==> src/rtl/prog_loader.sv <==
// rtl/prog_loader.sv - byte-fed serial program chain loader with generated shift clock
// Optional readback of the chain end is built only when PROG_READBACK_EN is defined.
module prog_loader #(
    parameter int CHAIN_BITS = 12,
    parameter int CLK_DIV    = 2
) (
    input  logic       clk,
    input  logic       rst_n,
    input  logic [7:0] cfg_data,
    input  logic       cfg_valid,
    input  logic       cfg_last,
    output logic       cfg_ready,
    output logic       prog_in,
    output logic       prog_clk,
    output logic       prog_en,
    input  logic       prog_out,
    output logic       busy,
    output logic       done,
    output logic       err,
    output logic [7:0] rb_data,
    output logic       rb_valid
);
    localparam int CW = $clog2(CHAIN_BITS + 1);
    localparam logic [7:0]    DIV_LAST = 8'(CLK_DIV - 1);
    localparam logic [CW-1:0] CHAIN_N  = CW'(CHAIN_BITS);

    typedef enum logic [2:0] {
        S_IDLE, S_FETCH, S_SETUP, S_HIGH, S_DRAIN, S_DONE, S_ERR
    } state_t;

    state_t        state_q, state_d;
    logic [7:0]    byte_q, byte_d;
    logic          last_q, last_d;
    logic [2:0]    bit_idx_q, bit_idx_d;
    logic [CW-1:0] bit_cnt_q, bit_cnt_d;
    logic [7:0]    div_cnt_q, div_cnt_d;
    logic          cfg_ready_q, cfg_ready_d;
    logic          prog_in_q, prog_in_d;
    logic          prog_clk_q, prog_clk_d;
    logic          prog_en_q, prog_en_d;
    logic          busy_q, busy_d;
    logic          done_q, done_d;
    logic          err_q, err_d;
    logic          accept;
    logic          div_end;

    assign accept  = cfg_valid && cfg_ready_q;
    assign div_end = (div_cnt_q == DIV_LAST);

    always_comb begin
        state_d   = state_q;
        byte_d    = byte_q;
        last_d    = last_q;
        bit_idx_d = bit_idx_q;
        bit_cnt_d = bit_cnt_q;
        div_cnt_d = div_cnt_q;
        case (state_q)
            S_IDLE, S_DONE, S_ERR: begin
                if (accept) begin
                    byte_d    = cfg_data;
                    last_d    = cfg_last;
                    bit_idx_d = 3'd0;
                    bit_cnt_d = '0;
                    div_cnt_d = 8'd0;
                    state_d   = S_SETUP;
                end
            end
            S_FETCH: begin
                if (accept) begin
                    byte_d    = cfg_data;
                    last_d    = cfg_last;
                    bit_idx_d = 3'd0;
                    div_cnt_d = 8'd0;
                    state_d   = S_SETUP;
                end
            end
            S_SETUP: begin
                if (div_end) begin
                    div_cnt_d = 8'd0;
                    state_d   = S_HIGH;
                end else begin
                    div_cnt_d = div_cnt_q + 8'd1;
                end
            end
            S_HIGH: begin
                if (div_end) begin
                    div_cnt_d = 8'd0;
                    bit_cnt_d = bit_cnt_q + 1'b1;
                    // Chain full wins over byte exhaustion: surplus bits of a last byte are dropped.
                    if (bit_cnt_d == CHAIN_N) begin
                        state_d = last_q ? S_DONE : S_DRAIN;
                    end else if (bit_idx_q == 3'd7) begin
                        state_d = last_q ? S_ERR : S_FETCH;
                    end else begin
                        bit_idx_d = bit_idx_q + 3'd1;
                        state_d   = S_SETUP;
                    end
                end else begin
                    div_cnt_d = div_cnt_q + 8'd1;
                end
            end
            S_DRAIN: begin
                if (accept && cfg_last) state_d = S_ERR;
            end
            default: state_d = S_IDLE;
        endcase

        cfg_ready_d = !(state_d == S_SETUP || state_d == S_HIGH);
        prog_en_d   = (state_d == S_SETUP || state_d == S_HIGH || state_d == S_FETCH);
        prog_clk_d  = (state_d == S_HIGH);
        prog_in_d   = (state_d == S_SETUP || state_d == S_HIGH) ? byte_d[bit_idx_d] : prog_in_q;
        busy_d      = (state_d == S_FETCH || state_d == S_SETUP ||
                       state_d == S_HIGH  || state_d == S_DRAIN);
        done_d      = (state_d == S_DONE);
        err_d       = (state_d == S_ERR);
    end

`ifdef PROG_READBACK_EN
    logic [7:0] rb_shift_q, rb_shift_d;
    logic [2:0] rb_cnt_q, rb_cnt_d;
    logic [7:0] rb_data_q, rb_data_d;
    logic       rb_valid_q, rb_valid_d;
    logic       load_start;
    logic       end_entry;

    assign load_start = (state_q == S_IDLE || state_q == S_DONE || state_q == S_ERR) &&
                        (state_d == S_SETUP);
    assign end_entry  = (state_d == S_DONE || state_d == S_ERR) && (state_d != state_q);

    always_comb begin
        rb_shift_d = rb_shift_q;
        rb_cnt_d   = rb_cnt_q;
        rb_data_d  = rb_data_q;
        rb_valid_d = 1'b0;
        if (load_start) begin
            rb_shift_d = 8'd0;
            rb_cnt_d   = 3'd0;
        end else if (state_q == S_SETUP && div_end) begin
            // Sampled one edge before prog_clk rises, so the chain has not yet shifted.
            rb_shift_d[rb_cnt_q] = prog_out;
            if (rb_cnt_q == 3'd7) begin
                rb_data_d  = rb_shift_d;
                rb_valid_d = 1'b1;
                rb_shift_d = 8'd0;
                rb_cnt_d   = 3'd0;
            end else begin
                rb_cnt_d = rb_cnt_q + 3'd1;
            end
        end else if (end_entry && rb_cnt_q != 3'd0) begin
            rb_data_d  = rb_shift_q;
            rb_valid_d = 1'b1;
            rb_shift_d = 8'd0;
            rb_cnt_d   = 3'd0;
        end
    end

    always_ff @(posedge clk or negedge rst_n) begin
        if (!rst_n) begin
            rb_shift_q <= 8'd0;
            rb_cnt_q   <= 3'd0;
            rb_data_q  <= 8'd0;
            rb_valid_q <= 1'b0;
        end else begin
            rb_shift_q <= rb_shift_d;
            rb_cnt_q   <= rb_cnt_d;
            rb_data_q  <= rb_data_d;
            rb_valid_q <= rb_valid_d;
        end
    end

    assign rb_data  = rb_data_q;
    assign rb_valid = rb_valid_q;
`else
    logic unused_prog_out;
    assign unused_prog_out = prog_out;
    assign rb_data  = 8'd0;
    assign rb_valid = 1'b0;
`endif

    always_ff @(posedge clk or negedge rst_n) begin
        if (!rst_n) begin
            state_q     <= S_IDLE;
            byte_q      <= 8'd0;
            last_q      <= 1'b0;
            bit_idx_q   <= 3'd0;
            bit_cnt_q   <= '0;
            div_cnt_q   <= 8'd0;
            cfg_ready_q <= 1'b0;
            prog_in_q   <= 1'b0;
            prog_clk_q  <= 1'b0;
            prog_en_q   <= 1'b0;
            busy_q      <= 1'b0;
            done_q      <= 1'b0;
            err_q       <= 1'b0;
        end else begin
            state_q     <= state_d;
            byte_q      <= byte_d;
            last_q      <= last_d;
            bit_idx_q   <= bit_idx_d;
            bit_cnt_q   <= bit_cnt_d;
            div_cnt_q   <= div_cnt_d;
            cfg_ready_q <= cfg_ready_d;
            prog_in_q   <= prog_in_d;
            prog_clk_q  <= prog_clk_d;
            prog_en_q   <= prog_en_d;
            busy_q      <= busy_d;
            done_q      <= done_d;
            err_q       <= err_d;
        end
    end

    assign cfg_ready = cfg_ready_q;
    assign prog_in   = prog_in_q;
    assign prog_clk  = prog_clk_q;
    assign prog_en   = prog_en_q;
    assign busy      = busy_q;
    assign done      = done_q;
    assign err       = err_q;
endmodule

==> config.mk <==
export PLATFORM = sky130hd
export DESIGN_NAME = prog_loader
export DESIGN_NICKNAME = d
export VERILOG_FILES = /design/src/rtl/prog_loader.sv
export SDC_FILE = /design/constraint.sdc
export NUM_CORES = 1
export LEC_CHECK = 0
export CELL_PAD_IN_SITES_DETAIL_PLACEMENT = 1
export CELL_PAD_IN_SITES_GLOBAL_PLACEMENT = 2
export CORE_MARGIN = 1.5
export CORE_UTILIZATION = 30
export CTS_CLUSTER_SIZE = 28
export DETAILED_ROUTE_END_ITERATION = 16
export PLACE_DENSITY_LB_ADDON = 0.1
export RECOVER_POWER = 100
export SLEW_MARGIN = 10
export SYNTH_ARGS = -nofsm -noshare
export SYNTH_HDL_FRONTEND = slang
export SYNTH_SLANG_ARGS = --single-unit
==> constraint.sdc <==
create_clock -name clk -period 2.8 [get_ports clk]
set_input_delay 0.56 -clock clk [delete_from_list [all_inputs] [get_ports clk]]
set_output_delay 0.56 -clock clk [all_outputs]
set_load 0.005 [all_outputs]
==> impl_metrics.env <==
export IMPL_syn_inst=214
export IMPL_setup_viol_count_final=0
export IMPL_grt_pass1_wl_um=9020
export IMPL_ant_nets=0
export IMPL_wl_um=5210
export IMPL_worstSetupPathType="reg -> reg"
export IMPL_die_h_um=85.6
export IMPL_yosys_area_top_type="dfrtp_1"
export IMPL_netlist_cell_type_count=52
export IMPL_root_buffer="clkbuf_8"
export IMPL_cts_made_buffers=5
export IMPL_hold_viol_final=0
export IMPL_avgSynthCellArea_um2=9.57
export IMPL_arrival_ps=2780
export IMPL_path_buf_inv=1
export IMPL_r2r_slack_ps=180
export IMPL_required_ps=2960
export IMPL_synth_warnings=0
export IMPL_crit_family="simple AND/OR/NAND/NOR gates"
export IMPL_gp_congestion=0.778
export IMPL_post_cts_buffers=0
export IMPL_num_io_pins=29
export IMPL_antenna_found_initial=0
export IMPL_antenna_diode_count=0
export IMPL_overflow=0
export IMPL_synth_area_leaders="dfrtp_1 (42%), mux2_2 (4.9%), o21ai_0 (4.4%), nor2_1 (3.5%), buf_4 (3.3%)"
export IMPL_synth_edf_count=0
export IMPL_final_common_cell="dfrtp_1"
export IMPL_path_cells="inv_1 > ha_1 > nor3b_1 > nand4_1 > and4bb_4 > mux2_4 > mux2_4 > o221ai_2 > a41oi_1"
export IMPL_fin_setup_tns_ps=0
export IMPL_drcViolationCount=0
export IMPL_irDropWorstVdd_uv=326
export IMPL_routed_via_density=5.18
export IMPL_dpl_hpwl_um=3940
export IMPL_cpPeakStageDelay_ps=420
export IMPL_num_rows=29
export IMPL_top_layer="met4"
export IMPL_ys_ff_latch=34
export IMPL_drtIter0Drc=71
export IMPL_cts_tree="yes"
export IMPL_r2r_cells=9
export IMPL_cpMostUsedCell="mux2_4"
export IMPL_yosysSeqAreaShare_pct=41.5
export IMPL_start_util_pct=31.7
export IMPL_die_x_um=85.6
export IMPL_worst_path_max_fanout=4
export IMPL_status="completed"
export IMPL_holdCritStartpoint="byte_q[4]$_DFF_PN0_"
export IMPL_startpoint="div_cnt_q[1]$_DFFE_PN0P_"
export IMPL_wl_met1_um=2490
export IMPL_worst_pin_slew_ps=889
export IMPL_synth_top_area_share_pct=41.5
export IMPL_cts_sinks=34
export IMPL_dr_wl_met3_um=144
export IMPL_rr_endpoint="prog_in$_DFFE_PN0P_"
export IMPL_vias=1657
export IMPL_synthArstFlopShare_pct=100
export IMPL_postCtsHoldBufs=0
export IMPL_syn_to_final_growth_pct=17.5
export IMPL_rr_startpoint="div_cnt_q[1]$_DFFE_PN0P_"
export IMPL_startpoint_type="register"
export IMPL_first_pass_iters=4
export IMPL_hold_path_end="byte_q[4]$_DFF_PN0_"
export IMPL_cp_end_kind="register"
export IMPL_grt_max_degree=35
export IMPL_power_leakage_nw=1.06
export IMPL_maxCapViolations=0
export IMPL_synth_ff_type="dfrtp_1"
export IMPL_grt_use_total_pct=15.8
export IMPL_syn_area_mm2=0.00205
export IMPL_clock_latency_ps=290
export IMPL_cts_resized=0
export IMPL_final_cell_mix="dfrtp_1 (34), nor2_1 (19), o21ai_0 (18), nand2_1 (17), nand3_1 (12)"
export IMPL_clk_pin_slew_ps=80
export IMPL_route_met2_wl_um=2430
export IMPL_hp_class="reg -> reg"
export IMPL_final_setup_skew_ps=8.94
export IMPL_finalCriticalPeriod_ps=2620
export IMPL_drive_gt1_share_pct=13.6
export IMPL_max_freq_mhz=382
export IMPL_htree_levels=2
export IMPL_cts_buffer_depth=2
export IMPL_hold_depth=1
export IMPL_worst_path_stages=9
export IMPL_drv_slew=0
export IMPL_portBuffers=18
export IMPL_p_per_area_mw_per_mm2=950
export IMPL_total_power_mw=2.29
export IMPL_detail_route_wl_per_cell_um=16.3
export IMPL_fin_crit_sh_pct=93.5
export IMPL_grt_pass1_vias=1816
export IMPL_dieArea_mm2=0.00733
export IMPL_fin_nets=260
export IMPL_maxSlewHeadroom_pct=40.7
export IMPL_core_area_mm2=0.00646
export IMPL_crit_slowest_cell="dfrtp_1"
export IMPL_rsz0062_at_grt="false"
==> worst register-to-register path, stage by stage (launching register included) <==
cell	delay [ps]
dfrtp_1	420
inv_1	70
ha_1	160
nor3b_1	330
nand4_1	190
and4bb_4	370
mux2_4	340
mux2_4	310
o221ai_2	160
a41oi_1	130
==> final cells by class <==
class	count	area, um^2
clock buffers	7	86.3
multi-input cells	164	1100
clock inverters	1	5.00
repair buffers	27	230
flip-flops and latches	34	851
fillers	750	4050
well taps	77	96.3
inverters	10	37.5
==> synth_stat cells, types with 3 or more instances <==
library cell and number:
dfrtp_1 34, nor2_1 19, o21ai_0 18, nand2_1 17, nand3_1 12, inv_1 10, buf_4 9, mux2_2 9
a21oi_1 7, buf_2 5, ha_1 5, and2_1 4, and3_1 4, o31ai_1 4, xor2_1 4, nand2b_1 3
nor3_1 3
==> routing by layer <==
metal / track usage [%] / vias up
met4: 6.60 / 0
met3: 2.98 / 11
met2: 25.3 / 32
li1: - / 809
met5: 0 / -
met1: 20.9 / 805
==> cells by family (layout without fill, tap and decap cells) <==
group | after synthesis | count (layout) | share of synthesized area [%]
buffers and inverters | 24 | 45 | 6.35
multiplexers | 12 | 12 | 6.90
flip-flops | 34 | 34 | 41.5
AO/OA/AOI/OAI | 52 | 52 | 17.5
AND/OR/NAND/NOR | 80 | 80 | 21.9
adder cells (fa/ha/maj) | 5 | 5 | 3.05
other | 1 | 9 | 0.183
XOR/XNOR | 6 | 6 | 2.57
==> where the power goes <==
part           switching (mW)  total, mW  internal [mW]
Combinational           0.583       1.06          0.482
Sequential              0.172      0.839          0.667
Clock                   0.185      0.384          0.199
==> worst max path at each step <==
stage | slack, ps | end
after detailed placement | 210 | prog_in$_DFFE_PN0P_
after global routing | 5 | prog_in$_DFFE_PN0P_
after floorplan | 520 | prog_in$_DFFE_PN0P_
final | 180 | prog_in$_DFFE_PN0P_
after CTS | 160 | prog_in$_DFFE_PN0P_
after global placement | 250 | prog_in$_DFFE_PN0P_
==> state kept, by name, summed over array words and instances (netlist names), 3 cells and up <==
signal     cells
byte_q         8
bit_cnt_q      4
div_cnt_q      8
bit_idx_q      3
state_q        3
==> metrics by stage <==
step	instances	utilization, %	setup slack (ps)	hold WS (ps)	instance area, um^2
6_report	320	37.3	182	499	2410
5_1_grt	320	37.3	4.51	523	2410
4_1_cts	320	37.5	160	507	2420
3_5_place_dp	312	36.1	208	490	2330
3_3_place_gp	312	36.1	252	480	2330
2_1_floorplan	222	-	521	264	2080
(Power assumes the default switching activity.)
